## config.mk

```make
export PLATFORM = sky130hd
export DESIGN_NAME = boot_packet_loader
export DESIGN_NICKNAME = d
export VERILOG_FILES = /design/src/rtl/boot_packet_loader.sv
export SDC_FILE = /design/constraint.sdc
export NUM_CORES = 1
export LEC_CHECK = 0
export BUFFER_PORTS_ARGS = -buffer_cell sky130_fd_sc_hd__buf_2
export CORE_ASPECT_RATIO = 1.25
export CORE_UTILIZATION = 60
export DETAILED_ROUTE_END_ITERATION = 10
export MAX_ROUTING_LAYER = met4
export PLACE_DENSITY = 0.89
export SYNTH_ARGS = -nofsm -noshare
export SYNTH_HDL_FRONTEND = slang
export SYNTH_SLANG_ARGS = --single-unit
```

## constraint.sdc

```tcl
create_clock -name clk -period 4.2 [get_ports clk]
set_clock_uncertainty 0.2 [all_clocks]
set_input_delay 0.63 -clock clk [delete_from_list [all_inputs] [get_ports clk]]
set_output_delay 0.63 -clock clk [all_outputs]
set_load 0.01 [all_outputs]
```

## src/rtl/boot_packet_loader.sv

```systemverilog
// Boot packet loader: parses MAGIC/LEN/BASE/payload/CHK frames and writes
// little-endian words to instruction memory. Optional macro: BOOT_PACKET_TIMEOUT_EN.
module boot_packet_loader #(
  parameter int         WORD_BYTES     = 4,
  parameter int         ADDR_WIDTH     = 10,
  parameter int         IMEM_DEPTH     = 1024,
  parameter logic [7:0] MAGIC          = 8'hA5,
  parameter int         TIMEOUT_CYCLES = 1_000_000
) (
  input  logic                      clk,
  input  logic                      rst_n,
  input  logic [7:0]                byte_data,
  input  logic                      byte_valid,
  output logic                      byte_ready,
  input  logic                      boot_start,
  output logic [8*WORD_BYTES-1:0]   mem_wr_data,
  output logic [ADDR_WIDTH-1:0]     mem_wr_addr,
  output logic                      mem_wr_en,
  output logic                      busy,
  output logic                      boot_done,
  output logic                      boot_error,
  output logic [1:0]                error_code,
  output logic [ADDR_WIDTH:0]       words_written
);

  typedef enum logic [2:0] {SYNC, HDR, DATA, CHK, DONE, ERROR} state_t;

  localparam logic [2:0]  LAST_IDX = 3'(WORD_BYTES - 1);
  localparam logic [17:0] DEPTH_W  = 18'(IMEM_DEPTH);

  state_t                  state;
  logic [7:0]              sum;
  logic [1:0]              hdr_cnt;
  logic [15:0]             len;
  logic [7:0]              base_lo;
  logic [15:0]             words_left;
  logic [2:0]              byte_idx;
  logic [8*WORD_BYTES-1:0] word_reg;
  logic [8*WORD_BYTES-1:0] next_word;
  logic [ADDR_WIDTH-1:0]   wr_addr;
  logic                    accept;
  logic [7:0]              sum_next;
  logic [16:0]             base_end;
  logic [15:0]             base_full;

  assign accept    = byte_valid && byte_ready;
  assign sum_next  = sum + byte_data;
  assign base_full = {byte_data, base_lo};
  assign base_end  = {1'b0, base_full} + {1'b0, len};

  // Current word with the incoming byte dropped into its little-endian lane.
  always_comb begin
    next_word = word_reg;
    for (int i = 0; i < WORD_BYTES; i++)
      if (byte_idx == 3'(i)) next_word[i*8 +: 8] = byte_data;
  end

`ifdef BOOT_PACKET_TIMEOUT_EN
  localparam logic [31:0] TO_LAST = 32'(TIMEOUT_CYCLES - 1);
  logic [31:0] idle_cnt;
`endif

  // NOTE: every register here uses <=, so all reads see the pre-edge value and
  // busy/byte_ready are updated alongside each state transition they track.
  always_ff @(posedge clk) begin
    if (!rst_n) begin
      state         <= SYNC;
      byte_ready    <= 1'b1;
      busy          <= 1'b0;
      mem_wr_en     <= 1'b0;
      mem_wr_data   <= '0;
      mem_wr_addr   <= '0;
      boot_done     <= 1'b0;
      boot_error    <= 1'b0;
      error_code    <= 2'd0;
      words_written <= '0;
      sum           <= 8'd0;
      hdr_cnt       <= 2'd0;
      len           <= 16'd0;
      base_lo       <= 8'd0;
      words_left    <= 16'd0;
      byte_idx      <= 3'd0;
      word_reg      <= '0;
      wr_addr       <= '0;
`ifdef BOOT_PACKET_TIMEOUT_EN
      idle_cnt      <= 32'd0;
`endif
    end else begin
      mem_wr_en <= 1'b0;
      case (state)
        SYNC: if (accept && byte_data == MAGIC) begin
          state         <= HDR;
          busy          <= 1'b1;
          sum           <= 8'd0;
          hdr_cnt       <= 2'd0;
          byte_idx      <= 3'd0;
          word_reg      <= '0;
          words_written <= '0;
        end
        HDR: if (accept) begin
          sum     <= sum_next;
          hdr_cnt <= hdr_cnt + 2'd1;
          case (hdr_cnt)
            2'd0: len[7:0]  <= byte_data;
            2'd1: len[15:8] <= byte_data;
            2'd2: base_lo   <= byte_data;
            2'd3: begin
              // Range check is done wide so BASE + N cannot wrap.
              if (len == 16'd0 || {1'b0, base_end} > DEPTH_W) begin
                state      <= ERROR;
                busy       <= 1'b0;
                byte_ready <= 1'b0;
                boot_error <= 1'b1;
                error_code <= 2'd1;
              end else begin
                state      <= DATA;
                wr_addr    <= ADDR_WIDTH'(base_full);
                words_left <= len;
              end
            end
          endcase
        end
        DATA: if (accept) begin
          sum <= sum_next;
          if (byte_idx == LAST_IDX) begin
            mem_wr_en     <= 1'b1;
            mem_wr_data   <= next_word;
            mem_wr_addr   <= wr_addr;
            wr_addr       <= wr_addr + {{(ADDR_WIDTH-1){1'b0}}, 1'b1};
            words_written <= words_written + {{ADDR_WIDTH{1'b0}}, 1'b1};
            words_left    <= words_left - 16'd1;
            byte_idx      <= 3'd0;
            word_reg      <= '0;
            if (words_left == 16'd1) state <= CHK;
          end else begin
            word_reg <= next_word;
            byte_idx <= byte_idx + 3'd1;
          end
        end
        CHK: if (accept) begin
          sum        <= sum_next;
          busy       <= 1'b0;
          byte_ready <= 1'b0;
          if (sum_next == 8'd0) begin
            state     <= DONE;
            boot_done <= 1'b1;
          end else begin
            state      <= ERROR;
            boot_error <= 1'b1;
            error_code <= 2'd2;
          end
        end
        DONE, ERROR: if (boot_start) begin
          state      <= SYNC;
          byte_ready <= 1'b1;
          boot_done  <= 1'b0;
          boot_error <= 1'b0;
          error_code <= 2'd0;
        end
        default: begin
          state      <= SYNC;
          byte_ready <= 1'b1;
          busy       <= 1'b0;
        end
      endcase
`ifdef BOOT_PACKET_TIMEOUT_EN
      // Idle watchdog only runs while a packet is in flight.
      if (state == HDR || state == DATA || state == CHK) begin
        if (accept) begin
          idle_cnt <= 32'd0;
        end else if (idle_cnt == TO_LAST - 32'd1) begin
          idle_cnt   <= 32'd0;
          state      <= ERROR;
          busy       <= 1'b0;
          byte_ready <= 1'b0;
          boot_error <= 1'b1;
          error_code <= 2'd3;
          byte_idx   <= 3'd0;
          word_reg   <= '0;
        end else begin
          idle_cnt <= idle_cnt + 32'd1;
        end
      end else begin
        idle_cnt <= 32'd0;
      end
`endif
    end
  end

endmodule

```

Word-level counts from Yosys, hierarchy flattened
Index checks and enable logic that the tools add are counted.
W data, S select, Z words.
{"block": "word_totals", "register_bits": 158, "inputBits": 12, "output_inout_bits": 60, "word_cells": 159}
{"block": "op_classes", "add_sub_neg": 7, "magnitude_cmp": 1, "n_eq_ne": 26, "n_mux": 71, "bitwise_logic": 2, "n_reduce_logical": 33}
{"operator": "$mux W32", "n": 3}
{"operator": "$mux W16", "n": 5}
{"operator": "$pmux W32 S2", "n": 1}
{"operator": "$mux W10", "n": 5}
{"operator": "$mux W8", "n": 6}
{"operator": "$mux W3", "n": 12}
{"operator": "$mux W11", "n": 3}
{"operator": "$pmux W16 S2", "n": 1}
{"operator": "$ne A2 B2 Y1 const B", "n": 12}
{"operator": "$reduce_and A3 Y1", "n": 8}
{"operator": "$pmux W11 S2", "n": 1}
{"operator": "$pmux W10 S2", "n": 1}
{"operator": "$reduce_and A6 Y1", "n": 3}
{"operator": "$add A16 B16 Y17", "n": 1}
{"operator": "$gt A17 B11 Y1 const B", "n": 1}
{"operator": "$eq A16 B1 Y1 const B", "n": 1}
{"operator": "$logic_not A16 Y1", "n": 1}
{"operator": "$mux W1", "n": 16}
{"operator": "$mux W2", "n": 8}
{"operator": "$pmux W8 S2", "n": 1}
{"operator": "$sub A16 B1 Y16 const B", "n": 1}
{"operator": "$pmux W3 S5", "n": 1}
{"operator": "$eq A3 B2 Y1 const B", "n": 4}
{"operator": "$add A11 B1 Y11 const B", "n": 1}
{"operator": "29 further kinds", "n": 43}

Logic depth before layout (Yosys ltp)
Gate-level depths: netlist (run 1).
{"block": "depth", "word_depth": 7, "depth_mapped": 13, "ltp_nobuf": 11}

Worst setup path before layout (run 1)
OpenSTA, ideal clock, no wires.
{"block": "synth_timing", "kind": "input port to flip-flop", "start": "in byte_data[0]", "end": "reg words_left[2]", "setup_time_ns": 0.132, "arrival_ns": 3.322, "t_required_ns": 3.868, "slack_ns": 0.546, "path_stages": 12, "path_buffers": 2, "cell_sequence": "ha_1 -> and3_4 -> a31o_1 -> a211o_1 -> or4_1 -> a32o_1 -> nor4_2 -> a31o_2 -> buf_6 -> buf_8 -> mux2i_1 -> a21oi_1"}
{"block": "synth_between", "elab_chain_len": 5}
{"item": "from (decl)", "line": "12", "source": "input logic [7:0] byte_data,"}
{"item": "$add A16 B16 Y17", "line": "49", "source": "assign base_end = {1'b0, base_full} + {1'b0, len};"}
{"item": "$gt A17 B11 Y1", "line": "109", "source": "if (len == 16'd0 || {1'b0, base_end} > DEPTH_W) begin"}
{"item": "$logic_or A1 B1 Y1", "line": "109"}
{"item": "$ne A2 B2 Y1 (no line)"}
{"item": "$reduce_and A6 Y1 (no line)"}
{"item": "to (signal assigned)", "line": "118", "source": "words_left <= len;"}
{"item": "to (signal assigned)", "line": "131", "source": "words_left <= words_left - 16'd1;"}
{"item": "to (decl)", "line": "36", "source": "logic [15:0] words_left;"}
Every way passes these cells.
A chain may end at the register's enable or synchronous reset.

Final worst setup path (run 1)
{"block": "layout_timing", "start": "reg len[0]", "end": "reg words_left[9]"}
{"block": "layout_between", "elab_chain_len": 5, "elab_cells_between_ends": 6, "classes_between": "1 x add/sub; 1 x order compare; 1 x eq/ne; 3 x reduce/logical"}
{"item": "from (decl)", "line": "34", "source": "logic [15:0] len;"}
{"item": "from (signal assigned)", "line": "104", "source": "2'd0: len[7:0] <= byte_data;"}
{"item": "$add A16 B16 Y17", "line": "49"}
{"item": "$gt A17 B11 Y1", "line": "109"}
{"item": "$logic_or A1 B1 Y1 (*)", "line": "109"}
{"item": "$ne A2 B2 Y1 (no line) (*)"}
{"item": "$reduce_and A6 Y1 (no line) (*)"}
Mark *: on every way between the ends. The rest lies on a longest branch, timed or not.

==> results of run 1 <==
## cell families (layout without fill, tap and decap cells)
family / Yosys count / after routing / synth area share, %
AND/OR/NAND/NOR: 360 / 360 / 21.0
AO/OA/AOI/OAI: 237 / 237 / 19.3
flip-flops: 150 / 150 / 38.2
buffers and inverters: 91 / 152 / 4.69
multiplexers: 66 / 66 / 8.40
adder cells (fa/ha/maj): 37 / 37 / 6.08
XOR/XNOR: 21 / 21 / 2.34
## worst min-delay path: cells and delay by family, from the launching register on
kind,cells,cell delay (ps)
DFF,1,300
and+or+nand+nor,1,50
AOI/OAI and AO/OA,1,50
## Yosys cell counts, types with 3 or more instances
| library cell | n |
|---|---|
| sky130_fd_sc_hd__nand2b_1 | 6 |
| sky130_fd_sc_hd__mux2i_1 | 66 |
| sky130_fd_sc_hd__and2_0 | 3 |
| sky130_fd_sc_hd__clkbuf_1 | 52 |
| sky130_fd_sc_hd__xor2_1 | 12 |
| sky130_fd_sc_hd__buf_1 | 8 |
| sky130_fd_sc_hd__or3_1 | 7 |
| sky130_fd_sc_hd__a22oi_1 | 7 |
| sky130_fd_sc_hd__and3_1 | 6 |
| sky130_fd_sc_hd__a21o_1 | 6 |
| sky130_fd_sc_hd__nor3_1 | 12 |
| sky130_fd_sc_hd__o211ai_1 | 5 |
| sky130_fd_sc_hd__a21boi_0 | 3 |
| sky130_fd_sc_hd__nor2b_1 | 8 |
| sky130_fd_sc_hd__a21oi_1 | 81 |
| sky130_fd_sc_hd__nor4_1 | 7 |
| sky130_fd_sc_hd__ha_1 | 35 |
| sky130_fd_sc_hd__a31oi_1 | 6 |
| sky130_fd_sc_hd__o21ai_1 | 17 |
| sky130_fd_sc_hd__a221oi_1 | 3 |
| sky130_fd_sc_hd__or2_2 | 4 |
| sky130_fd_sc_hd__o21a_1 | 3 |
| sky130_fd_sc_hd__o41ai_1 | 3 |
| sky130_fd_sc_hd__inv_1 | 26 |
| sky130_fd_sc_hd__nand2_1 | 115 |
| sky130_fd_sc_hd__a211oi_2 | 3 |
| sky130_fd_sc_hd__o31ai_1 | 12 |
| sky130_fd_sc_hd__nand3_1 | 64 |
| sky130_fd_sc_hd__dfxtp_1 | 150 |
| sky130_fd_sc_hd__o21ai_0 | 34 |
| sky130_fd_sc_hd__o22ai_1 | 3 |
| sky130_fd_sc_hd__xnor2_1 | 9 |
| sky130_fd_sc_hd__nand4_1 | 13 |
| sky130_fd_sc_hd__and2_1 | 4 |
| sky130_fd_sc_hd__nor2_1 | 99 |
| sky130_fd_sc_hd__a211oi_1 | 29 |
## final cells by class
| cell class | instances | area, um^2 | area share [%] |
|---|---|---|---|
| inverter | 26 | 98.8 | 1.10 |
| clock inverter | 9 | 140 | 1.56 |
| timing repair buffer | 94 | 541 | 6.02 |
| sequential | 150 | 3000 | 33.4 |
| clock buffer | 23 | 488 | 5.43 |
| multi-input combinational | 721 | 4510 | 50.1 |
| tap | 168 | 210 | 2.34 |
## power groups by stage
| stage | registers (mW) | logic [mW] | clock network [mW] |
|---|---|---|---|
| 2_1_floorplan | 1.52 | 0.347 | 0 |
| 3_3_place_gp | 1.53 | 0.450 | 0 |
| 3_5_place_dp | 1.53 | 0.458 | 0 |
| 4_1_cts | 1.50 | 0.465 | 1.63 |
| 5_1_grt | 1.51 | 0.523 | 1.69 |
| 6_report | 1.50 | 0.477 | 1.62 |
## per-layer routing
layer | up-vias | part of all wire, % | GRT usage, %
li1 | 3527 | - | -
met1 | 3547 | 38 | 35.9
met2 | 345 | 49 | 57.3
met3 | 85 | 7.5 | 6.84
met4 | 0 | 4.7 | 20.4
met5 | - | 0 | -
## worst max path at each step
| stage | slack [ps] | to |
|---|---|---|
| 6_report | 200 | words_left[9] |
| 5_1_grt | 40 | words_left[7] |
| 4_1_cts | 260 | words_left[13] |
| 3_5_place_dp | 180 | words_left[9] |
| 3_3_place_gp | 230 | words_left[13] |
| 2_1_floorplan | 550 | words_left[2] |
## placed cells by master (no fill, tap or decap), types with 5 or more instances in the layout
cell type	count
sky130_fd_sc_hd__buf_2	71
sky130_fd_sc_hd__a31oi_1	6
sky130_fd_sc_hd__a21o_1	6
sky130_fd_sc_hd__nor2_1	98
sky130_fd_sc_hd__dfxtp_1	150
sky130_fd_sc_hd__nand2b_1	6
sky130_fd_sc_hd__buf_4	22
sky130_fd_sc_hd__o31ai_1	12
sky130_fd_sc_hd__xor2_1	12
sky130_fd_sc_hd__o211ai_1	5
sky130_fd_sc_hd__a21oi_1	81
sky130_fd_sc_hd__nand2_1	115
sky130_fd_sc_hd__nor3_1	11
sky130_fd_sc_hd__or3_1	7
sky130_fd_sc_hd__ha_1	35
sky130_fd_sc_hd__nand3_1	64
sky130_fd_sc_hd__nor2b_1	8
sky130_fd_sc_hd__clkbuf_16	17
sky130_fd_sc_hd__a22oi_1	7
sky130_fd_sc_hd__nand4_1	13
sky130_fd_sc_hd__nor4_1	7
sky130_fd_sc_hd__mux2i_1	66
sky130_fd_sc_hd__a211oi_1	29
sky130_fd_sc_hd__o21ai_0	34
sky130_fd_sc_hd__xnor2_1	9
sky130_fd_sc_hd__o21ai_1	17
sky130_fd_sc_hd__inv_1	25
sky130_fd_sc_hd__and3_1	6
## stage by stage
step / hold WS (ps) / utilization [%] / setup WS (ps) / instance area, um^2 / cells
final: 252 / 70.6 / 204 / 8990 / 1191
after global routing: 276 / 70.6 / 43.6 / 8990 / 1191
after CTS: 253 / 70.6 / 263 / 8990 / 1191
after detailed placement: 245 / 65.7 / 184 / 8360 / 1159
after global placement: 241 / 65.7 / 232 / 8360 / 1159
after floorplan: 238 / - / 546 / 7870 / 962
==> summary.md, run 1 <==
| Metric | Value |
|---|---|
| Maximum root-to-sink buffer count | `2` |
| Total Die Area | `0.0136 mm^2` |
| Switching power share of the total | `a little over a quarter` |
| Drt total wl | `roughly 22 mm` |
| Cell with the largest stage delay on the worst path | `sky130_fd_sc_hd__a311oi_1` |
| Floorplan die width | `~100 um` |
| Aggregate global-route resource usage | `33.5%` |
| Share of flip-flops with an asynchronous set or reset after synthesis | `0%` |
| Number of nets in the synthesized netlist | `just over 1000` |
| HPWL after detailed placement | `~14 mm` |
| Clock period minus worst slack | `roughly 4000 ps` |
| 1st-pass router iterations | `6` |
| Leakage | `3.44 nW` |
| Post-CTS Repair Setup Buffers | `0` |
| Critical path class | `flip-flop to flip-flop` |
| Data arrival time of the worst path | `around 4000 ps` |
| Share of synthesized area occupied by flip-flops and latches | `about two fifths` |
| Number of port buffers | `71` |
| Largest net degree at the start of global routing | `between 100 and 150` |
| Switching power summed over all nets | `approximately 1 mW` |
| CTS Root Cell | `sky130_fd_sc_hd__clkbuf_16` |
| Fraction of layout cells with a size suffix above 1 | `around 14%` |
| Unique cell type count in the Yosys netlist | `70` |
| Predominant post-synthesis flop cell | `sky130_fd_sc_hd__dfxtp_1` |
| Number of antenna violations at the first check in global routing | `0` |
| First-pass GRT wire length | `between 30 and 40 mm` |
| Clk sinks | `150` |
| Kind of cell with the highest combined delay on the critical path | `compound AO/OA/AOI/OAI gates` |
| Ant. Diodes | `0` |
| Max-Slew Margin vs Limit | `between 20% and 30%` |
| Terminating pin of the worst hold path | `mem_wr_data[29]` |
| Number of fill cells in the layout | `923` |
| Worst-margin pin slew | `around 1200 ps` |
| Area leader, netlist | `sky130_fd_sc_hd__dfxtp_1` |
| Count of mapped cells out of synthesis | `962` |
| Site Rows | `46` |
| WP depth | `12` |
| Cell Area, Synth | `a little under 0.008 mm^2` |
| Startpoint kind of the worst setup timing path | `flip-flop` |
| TritonCTS clock tree | `built` |
| Routability congestion estimate | `between 0.9 and 1` |
| Setup repair after global routing missed its margin | `false` |
| Core ar. | `about 0.013 mm^2` |
| R2R Setup Slk | `a little over 200 ps` |
| Reg-to-reg critical path endpoint | `words_left[9]` |
| DIE HEIGHT | `around 130 um` |
| Initial core utilization | `between 60 and 70%` |
| CP required | `~4300 ps` |
| Via count of the first global-routing pass | `around 7100` |
| Final Hold Vio Count | `0` |
| Number of clock buffers inserted by TritonCTS | `17` |
| Count of maximum capacitance violations | `0` |
| Share of the synthesized area in the top cell type | `roughly two fifths` |
| Cell-by-cell trace of the critical path | `ha_1 > fa_1 > a211oi_2 > o31ai_2 > a311oi_1 > o21ai_0 > a32o_1 > nor4_2 > a31o_2 > buf_12 > o21ai_0 > a221oi_1` |
| Register share of total power | `a little over two fifths` |
| Relative contribution of the clock network to total power | `approximately 45%` |
| Fmax | `~250 MHz` |
| Sum of overflow across all layers after global routing | `0` |
| Number of design rule violations left after detail routing | `0` |
| First element of the critical path | `len[0]` |
| Reg2Reg Depth | `12` |
| Post-DR wirelength/cell | `between 15 and 20 um` |
| Pwr Density | `401 mW/mm^2` |
| Post-Route Setup TNS | `0 ps` |
| Outcome | `finished clean` |
| Clock transition time at the flip-flop clock pins of the worst setup and hold paths | `roughly 60 ps` |
| Detailed-route vias per instance | `6.30` |
| Total chip power | `3.61 mW` |
| Crit path buf inv count | `1` |
| Final Setup Violations | `0` |
| Number of enable-type register cells in the synthesized netlist | `0` |
| Largest register FFs | `32` |
| Synth top area cells | `sky130_fd_sc_hd__dfxtp_1, sky130_fd_sc_hd__mux2i_1, sky130_fd_sc_hd__ha_1` |
| Count of pins on the block boundary | `72` |
| Hold path depth | `2` |
| Latest clock arrival within the worst-skew pair | `about 440 ps` |
| Class of the worst hold path | `flip-flop to flip-flop` |
| Part of the power in combinational logic | `13.2%` |
| R2R Path Start | `len[0]` |
| Top fanout value on the critical path | `38` |
| Kind of end point of the critical path | `flip-flop` |
| Period utilization | `a little over nine tenths` |
| Final Max Slew Viols | `0` |
| Synthesis warning total | `0` |
| Delay of the slowest critical-path stage | `about 480 ps` |
| Most common cell on crit path | `sky130_fd_sc_hd__o21ai_0` |
| Final layout net count | `approximately 1100` |
| Flop and latch count out of synthesis | `150` |
| HP Start | `mem_wr_data[29]` |
| Internal power contribution | `2.63 mW` |
| Drt first-iter violations | `just under 700` |
| Vias | `around 7500` |
| Cts-stage hold buffer count | `0` |
| Number of H-tree levels | `4` |
| Post-synthesis to final-layout area growth | `14.3%` |
| Number of gates given a new drive strength after cts | `0` |
| Antenna-violating nets left | `0` |
| Avg Cell Area, Syn | `8.18 um^2` |
| IR Drop Worst-Case VDD | `just over 400 uV` |
(Power assumes the default switching activity.)
==> run 2: changes to the inputs <==
Settings changed: ABC_AREA set to 1.
==> summary.md, run 2 <==
| Metric | Value |
|---|---|
| Number of antenna violations at the first check in global routing | `0 (unchanged)` |
| Share of the synthesized area in the top cell type | `37.6% (-0.55 points)` |
| Smallest setup slack after layout | `1030 ps (+828 ps)` |
| Latest clock arrival within the worst-skew pair | `430 ps (about the same)` |
| Cell Area, Synth | `0.00841 mm^2 (+6.9%)` |
| Core ar. | `0.0138 mm^2 (+8.1%)` |
| Antenna-violating nets left | `0 (unchanged)` |
| Leakage | `4.32 nW (+26%)` |
| Most common library cells after synthesis | `sky130_fd_sc_hd__nand2_1, sky130_fd_sc_hd__nor2_1, sky130_fd_sc_hd__dfxtp_1, sky130_fd_sc_hd__inv_1, sky130_fd_sc_hd__a21oi_1` |
| Delay of the slowest critical-path stage | `430 ps (-50 ps)` |
| Number of port buffers | `71 (unchanged)` |
| Number of gates given a new drive strength after cts | `0 (unchanged)` |
| Startpoint kind of the worst setup timing path | `flip-flop` |
| Final Setup Violations | `0 (unchanged)` |
| Most common cell on crit path | `sky130_fd_sc_hd__nand2_1` |
| Drt first-iter violations | `605 (-10%)` |
| Synth top area cells | `sky130_fd_sc_hd__dfxtp_1, sky130_fd_sc_hd__nand2_1, sky130_fd_sc_hd__nor2_1` |
| Relative contribution of the clock network to total power | `46.1% (+1.1 points)` |
| Clock period minus worst slack | `3170 ps (-828 ps)` |
| Count of maximum capacitance violations | `0 (unchanged)` |
| CTS Root Cell | `sky130_fd_sc_hd__clkbuf_16` |
| Floorplan die width | `108 um (+3.3%)` |
| Number of nets in the synthesized netlist | `1264 (+25%)` |
| Final Max Slew Viols | `0 (unchanged)` |
| Predominant post-synthesis flop cell | `sky130_fd_sc_hd__dfxtp_1` |
| Sum of overflow across all layers after global routing | `0 (unchanged)` |
| Share of synthesized area occupied by flip-flops and latches | `37.6% (-0.55 points)` |
| Cell-by-cell trace of the critical path | `ha_1 > fa_1 > nand2_1 > nand3_2 > nand3_1 > nand2_1 > nand3_1 > nand2_1 > nor2_2 > nand3_2 > nor2_4 > nand4_4 > nand2_4 > nand2_1 > nand2_1 > nor2_1` |
| Drt total wl | `21.8 mm (+1.2%)` |
| Number of clock buffers inserted by TritonCTS | `17 (unchanged)` |
| Setup repair after global routing missed its margin | `false` |
| DIE HEIGHT | `134 um (+3.3%)` |
| Number of fill cells in the layout | `1041 (+13%)` |
| Flop and latch count out of synthesis | `158 (+5.3%)` |
| Data arrival time of the worst path | `3300 ps (-820 ps)` |
| Top fanout value on the critical path | `44 (+16%)` |
| Outcome | `finished clean` |
| Initial core utilization | `61.1% (-0.72 points)` |
| Critical path class | `flip-flop to flip-flop` |
| Post-Route Utilization | `68.6% (-2.1 points)` |
| Number of H-tree levels | `4 (unchanged)` |
| Post-place instance area | `0.00883 mm^2 (+5.7%)` |
| Fraction of layout cells with a size suffix above 1 | `10.7% (-3.2 points)` |
| Clk sinks | `158 (+5.3%)` |
| Fmax | `316 MHz (+26%)` |
| Worst-case setup slack after placement | `856 ps (+672 ps)` |
| Maximum root-to-sink buffer count | `2 (unchanged)` |
| Avg Cell Area, Syn | `6.92 um^2 (-15%)` |
| Total Die Area | `0.0145 mm^2 (+6.8%)` |
| Most common cell after layout, fill and taps aside | `sky130_fd_sc_hd__nand2_1` |
| Post-Route Setup TNS | `0 ps (unchanged)` |
| Pwr Density | `354 mW/mm^2 (-12%)` |
| Part of the power in combinational logic | `8.0% (-5.2 points)` |
| Detailed-route vias per instance | `5.64 (-10%)` |
| Storage cell area | `0.00316 mm^2 (+5.3%)` |
| Number of enable-type register cells in the synthesized netlist | `0 (unchanged)` |
| Share of flip-flops with an asynchronous set or reset after synthesis | `0% (unchanged)` |
| Period utilization | `75.4% (-20 points)` |
| Aggregate global-route resource usage | `31.9% (-1.6 points)` |
| IR Drop Worst-Case VDD | `306 uV (-25%)` |
| Worst-margin pin slew | `785 ps (-404 ps)` |
| Final Cell Area | `0.00943 mm^2 (+4.9%)` |
| TritonCTS clock tree | `built` |
| First-pass GRT wire length | `35.6 mm (+2.3%)` |
| Register share of total power | `45.9% (+4.2 points)` |
| Switching power summed over all nets | `0.937 mW (-3.8%)` |
| CP required | `4330 ps (about the same)` |
| Switching power share of the total | `28.1% (+1.1 points)` |
| Class of the worst hold path | `flip-flop to flip-flop` |
| Largest net degree at the start of global routing | `69 (-37%)` |
| Site Rows | `48 (+4.3%)` |
| Clock transition time at the flip-flop clock pins of the worst setup and hold paths | `70 ps (about the same)` |
| Final layout net count | `1315 (+24%)` |
| Via count of the first global-routing pass | `7729 (+8.5%)` |
| Most repeated cell in the gate-level netlist after synthesis | `sky130_fd_sc_hd__nand2_1` |
| Reg2Reg Depth | `16 (+4)` |
| Post-CTS Repair Setup Buffers | `0 (unchanged)` |
| Number of design rule violations left after detail routing | `0 (unchanged)` |
| Final Hold Vio Count | `0 (unchanged)` |
| Cts-stage hold buffer count | `0 (unchanged)` |
| Count of mapped cells out of synthesis | `1215 (+26%)` |
| Post-DR wirelength/cell | `15.0 um (-17%)` |
| Area leader, netlist | `sky130_fd_sc_hd__dfxtp_1` |
| Count of pins on the block boundary | `72 (unchanged)` |
| Internal power contribution | `2.40 mW (-8.9%)` |
| Unique cell type count in the Yosys netlist | `45 (-36%)` |
| Max-Slew Margin vs Limit | `47.5% (+27 points)` |
| Kind of end point of the critical path | `flip-flop` |
| Hold path depth | `2 (unchanged)` |
| Vias | `8203 (+9.3%)` |
| 1st-pass router iterations | `6 (unchanged)` |
| HPWL after detailed placement | `14.7 mm (+6.3%)` |
| Worst Hold Margin | `245 ps (-6.42 ps)` |
| Cell with the largest stage delay on the worst path | `sky130_fd_sc_hd__nand2_4` |
| Most used cells in the layout excluding fill and tap cells | `sky130_fd_sc_hd__nand2_1, sky130_fd_sc_hd__nor2_1, sky130_fd_sc_hd__dfxtp_1` |
| Ant. Diodes | `0 (unchanged)` |
| R2R Setup Slk | `1030 ps (+830 ps)` |
| Synthesis warning total | `0 (unchanged)` |
| Routability congestion estimate | `0.931 (+1.7%)` |
| Total area of multi-input combinational cells | `0.00454 mm^2 (+0.72%)` |
| Post-synthesis to final-layout area growth | `12.2%` |
==> run 2: path summary, 6_finish.rpt <==
| check | startpoint | endpoint |
|---|---|---|
| worst max register to register | base_lo[0] | words_left[3] |
| worst min-delay path | boot_error | boot_error |
| worst max-delay path | base_lo[0] | words_left[3] |
| worst min register to register | boot_error | boot_error |
==> run 2: worst max-delay path: cells and delay by family (launching register included) <==
| family | cells | cell delay, ps |
|---|---|---|
| and+or+nand+nor | 14 | 1840 |
| adders and majority gates | 2 | 660 |
| DFF | 1 | 360 |
==> run 2: layer usage <==
metal | share of wire, % | up-vias | global-route usage, %
met2 | 49 | 290 | 53.2
met5 | 0 | - | -
met4 | 5.4 | 0 | 19.4
met1 | 40 | 3738 | 35.3
li1 | - | 4074 | -
met3 | 5.7 | 101 | 5.44
==> run 2: kinds of logic after synthesis <==
| group | after synthesis | share of synthesized area [%] |
|---|---|---|
| mux | 11 | 1.31 |
| buf+inv | 180 | 8.47 |
| flops | 158 | 37.6 |
| xor+xnor | 22 | 2.29 |
| fa+ha+maj | 37 | 5.69 |
| compound gates | 216 | 14.7 |
| simple gates | 591 | 29.9 |
==> run 2: final cells by class <==
type | instances | area share, %
clock buffer | 17 | 4.51
clock inverter | 15 | 1.84
inverter | 134 | 5.33
multi-input combinational | 877 | 48.1
sequential | 158 | 33.5
tap | 175 | 2.32
timing repair buffer | 78 | 4.33
==> run 2: power groups by stage <==
stage / Clock [mW] / Combinational, mW / Sequential, mW
global placement: 0 / 0.255 / 1.56
detailed placement: 0 / 0.258 / 1.56
finish: 1.54 / 0.267 / 1.53
CTS: 1.54 / 0.263 / 1.53
floorplan: 0 / 0.181 / 1.57
global route: 1.61 / 0.299 / 1.53
==> run 2: per-stage QoR <==
stage / power, mW / std cells
floorplan: 1.75 / 1215
global placement: 1.82 / 1422
detailed placement: 1.82 / 1422
CTS: 3.33 / 1454
global route: 3.44 / 1454
finish: 3.34 / 1454
==> run 3: changes to the inputs <==
Clock period 4.2 ns to 3.2 ns, I/O delays scaled along.
==> summary.md, run 3 (synthesized netlist as in run 2, its figures left out) <==
| Metric | Value |
|---|---|
| Outcome | `finished clean` |
| Kind of end point of the critical path | `flip-flop` |
| Drt first-iter violations | `739 (+22%)` |
| Post-Route Setup TNS | `0 ps (unchanged)` |
| Worst Hold Margin | `171 ps (-73.9 ps)` |
| Core ar. | `0.0138 mm^2 (unchanged)` |
| Period utilization | `89.4% (+14 points)` |
| Relative contribution of the clock network to total power | `46.0% (about the same)` |
| Most used cells in the layout excluding fill and tap cells | `sky130_fd_sc_hd__nand2_1, sky130_fd_sc_hd__nor2_1, sky130_fd_sc_hd__dfxtp_1` |
| Internal power contribution | `3.24 mW (+35%)` |
| Worst-margin pin slew | `763 ps (-21.9 ps)` |
| Switching power summed over all nets | `1.16 mW (+24%)` |
| Class of the worst hold path | `input port to flip-flop` |
| Number of H-tree levels | `4 (unchanged)` |
| R2R Setup Slk | `340 ps (-690 ps)` |
| Setup repair after global routing missed its margin | `false` |
| Delay of the slowest critical-path stage | `430 ps (about the same)` |
| DIE HEIGHT | `134 um (unchanged)` |
| Post-DR wirelength/cell | `15.5 um (+3.1%)` |
| Via count of the first global-routing pass | `7738 (+0.12%)` |
| Number of antenna violations at the first check in global routing | `0 (unchanged)` |
| Final layout net count | `1324 (+0.68%)` |
| Part of the power in combinational logic | `8.3% (+0.3 points)` |
| Vias | `8376 (+2.1%)` |
| Kind of cell with the highest combined delay on the critical path | `simple AND/OR/NAND/NOR gates` |
| Largest net degree at the start of global routing | `69 (unchanged)` |
| Clock period minus worst slack | `2860 ps (-306 ps)` |
| Ant. Diodes | `0 (unchanged)` |
| Critical path class | `flip-flop to flip-flop` |
| Pwr Density | `463 mW/mm^2 (+31%)` |
| Cell-by-cell trace of the critical path | `ha_1 > fa_1 > nand2_1 > nand3_2 > nand3_1 > nand2_1 > nand2_1 > nand3b_1 > nand2_1 > nand3_2 > nor2_4 > nand4_4 > nand2_8 > nand2_1 > nand2_1 > nor2_1` |
| Most common cell on crit path | `sky130_fd_sc_hd__nand2_1` |
| First-pass GRT wire length | `36.2 mm (+1.7%)` |
| Antenna-violating nets left | `0 (unchanged)` |
| Number of placed instances with taps included | `1431 (+0.63%)` |
| Smallest setup slack after layout | `338 ps (-694 ps)` |
| Most common cell after layout, fill and taps aside | `sky130_fd_sc_hd__nand2_1` |
| Site Rows | `48 (unchanged)` |
| Total chip power | `4.40 mW (+32%)` |
| Total Die Area | `0.0145 mm^2 (unchanged)` |
| Floorplan die width | `108 um (unchanged)` |
| Data arrival time of the worst path | `2990 ps (-310 ps)` |
| Clock transition time at the flip-flop clock pins of the worst setup and hold paths | `70 ps (about the same)` |
| Number of port buffers | `71 (unchanged)` |
| Count of pins on the block boundary | `72 (unchanged)` |
| Switching power share of the total | `26.3% (-1.8 points)` |
| Clk sinks | `158 (unchanged)` |
| IR Drop Worst-Case VDD | `478 uV (+56%)` |
| Latest clock arrival within the worst-skew pair | `440 ps (about the same)` |
| CP required | `3330 ps (-1000 ps)` |
| Final Max Slew Viols | `0 (unchanged)` |
| Sum of overflow across all layers after global routing | `0 (unchanged)` |
| Top fanout value on the critical path | `44 (unchanged)` |
| 1st-pass router iterations | `5 (-1)` |
| Leakage | `4.36 nW (+1.1%)` |
| Fraction of layout cells with a size suffix above 1 | `11.3% (+0.56 points)` |
| Detailed-route vias per instance | `5.73 (+1.6%)` |
| Number of clock buffers inserted by TritonCTS | `17 (unchanged)` |
| Cell with the largest stage delay on the worst path | `sky130_fd_sc_hd__fa_1` |
| Worst-case setup slack after placement | `148 ps (-708 ps)` |
| Drt total wl | `22.6 mm (+3.7%)` |
| Maximum root-to-sink buffer count | `2 (unchanged)` |
| Register share of total power | `45.7% (-0.2 points)` |
| Number of design rule violations left after detail routing | `0 (unchanged)` |
| Aggregate global-route resource usage | `32.6% (+0.66 points)` |
| TritonCTS clock tree | `built` |
| Crit path buf inv count | `0 (unchanged)` |
| Routability congestion estimate | `0.952 (+2.2%)` |
| HPWL after detailed placement | `15.3 mm (+4.0%)` |
| Fmax | `349 MHz (+11%)` |
| Final Setup Violations | `0 (unchanged)` |
| Final std cells w/o fill | `1462 (+0.55%)` |
| Final Hold Vio Count | `0 (unchanged)` |
| Post-synthesis to final-layout area growth | `13.0%` |
| Initial core utilization | `61.1% (unchanged)` |
| Max-Slew Margin vs Limit | `48.7% (+1.2 points)` |
| CTS Root Cell | `sky130_fd_sc_hd__clkbuf_16` |
| Count of maximum capacitance violations | `0 (unchanged)` |
| Startpoint kind of the worst setup timing path | `flip-flop` |
## run 3: cell types whose count changed in the layout (fill, tap and decap cells not counted), sizes merged
cell / delta
clkinv: -4
clkbuf: +2
buf: +9
bufinv: +1
## run 3: tightest hold or removal path: cells and delay by family
kind,cells,cell delay [ps]
and+or+nand+nor,1,120
AOI/OAI and AO/OA,1,60
buffers and inverters,1,100
## run 3: final timing paths
| path | start | endpoint | cells past startpoint |
|---|---|---|---|
| worst min-delay path | boot_start | state[2] | 3 |
| worst max-delay path | base_lo[0] | wr_addr[3] | 16 |
| worst min register to register | word_reg[28] | word_reg[28] | 2 |
| worst max register to register | base_lo[0] | wr_addr[3] | 16 |
## run 3: layout make-up
cell class                      count  area, um^2
Multi-Input combinational cell    877        4550
Clock buffer                       19         453
Inverter                          134         503
Timing Repair Buffer               87         488
Fill cell                        1059        4250
Clock inverter                     12         128
Tap cell                          175         219
Sequential cell                   158        3160
## run 3: repair_timing
action / in CTS / in global routing
hold buffers: 0 / 0
setup buffers: 0 / 0
gates resized for setup: 0 / 1
endpoints found under the setup margin: 0 / 3
## run 3: power groups by stage
stage | clock (mW) | sequential [mW] | combinational [mW]
after detailed placement | 0 | 2.05 | 0.354
after CTS | 2.01 | 2.01 | 0.359
final | 2.02 | 2.01 | 0.366
after floorplan | 0 | 2.05 | 0.237
after global placement | 0 | 2.05 | 0.348
after global routing | 2.10 | 2.01 | 0.402
## run 3: routing by layer
metal	GRT usage, %	vias up	part of all wire [%]
met5	-	-	0
met4	19.4	0	5.0
met3	5.30	91	6.2
met2	53.9	360	49
met1	36.7	3826	40
li1	-	4099	-
## run 3: metrics by stage
| step | instance area [um^2] | util (%) |
|---|---|---|
| 6_report | 9500 | 69.1 |
| 5_1_grt | 9500 | 69.1 |
| 4_1_cts | 9490 | 69.0 |
| 3_5_place_dp | 8910 | 64.8 |
| 3_3_place_gp | 8910 | 64.8 |
| 2_1_floorplan | 8410 | - |
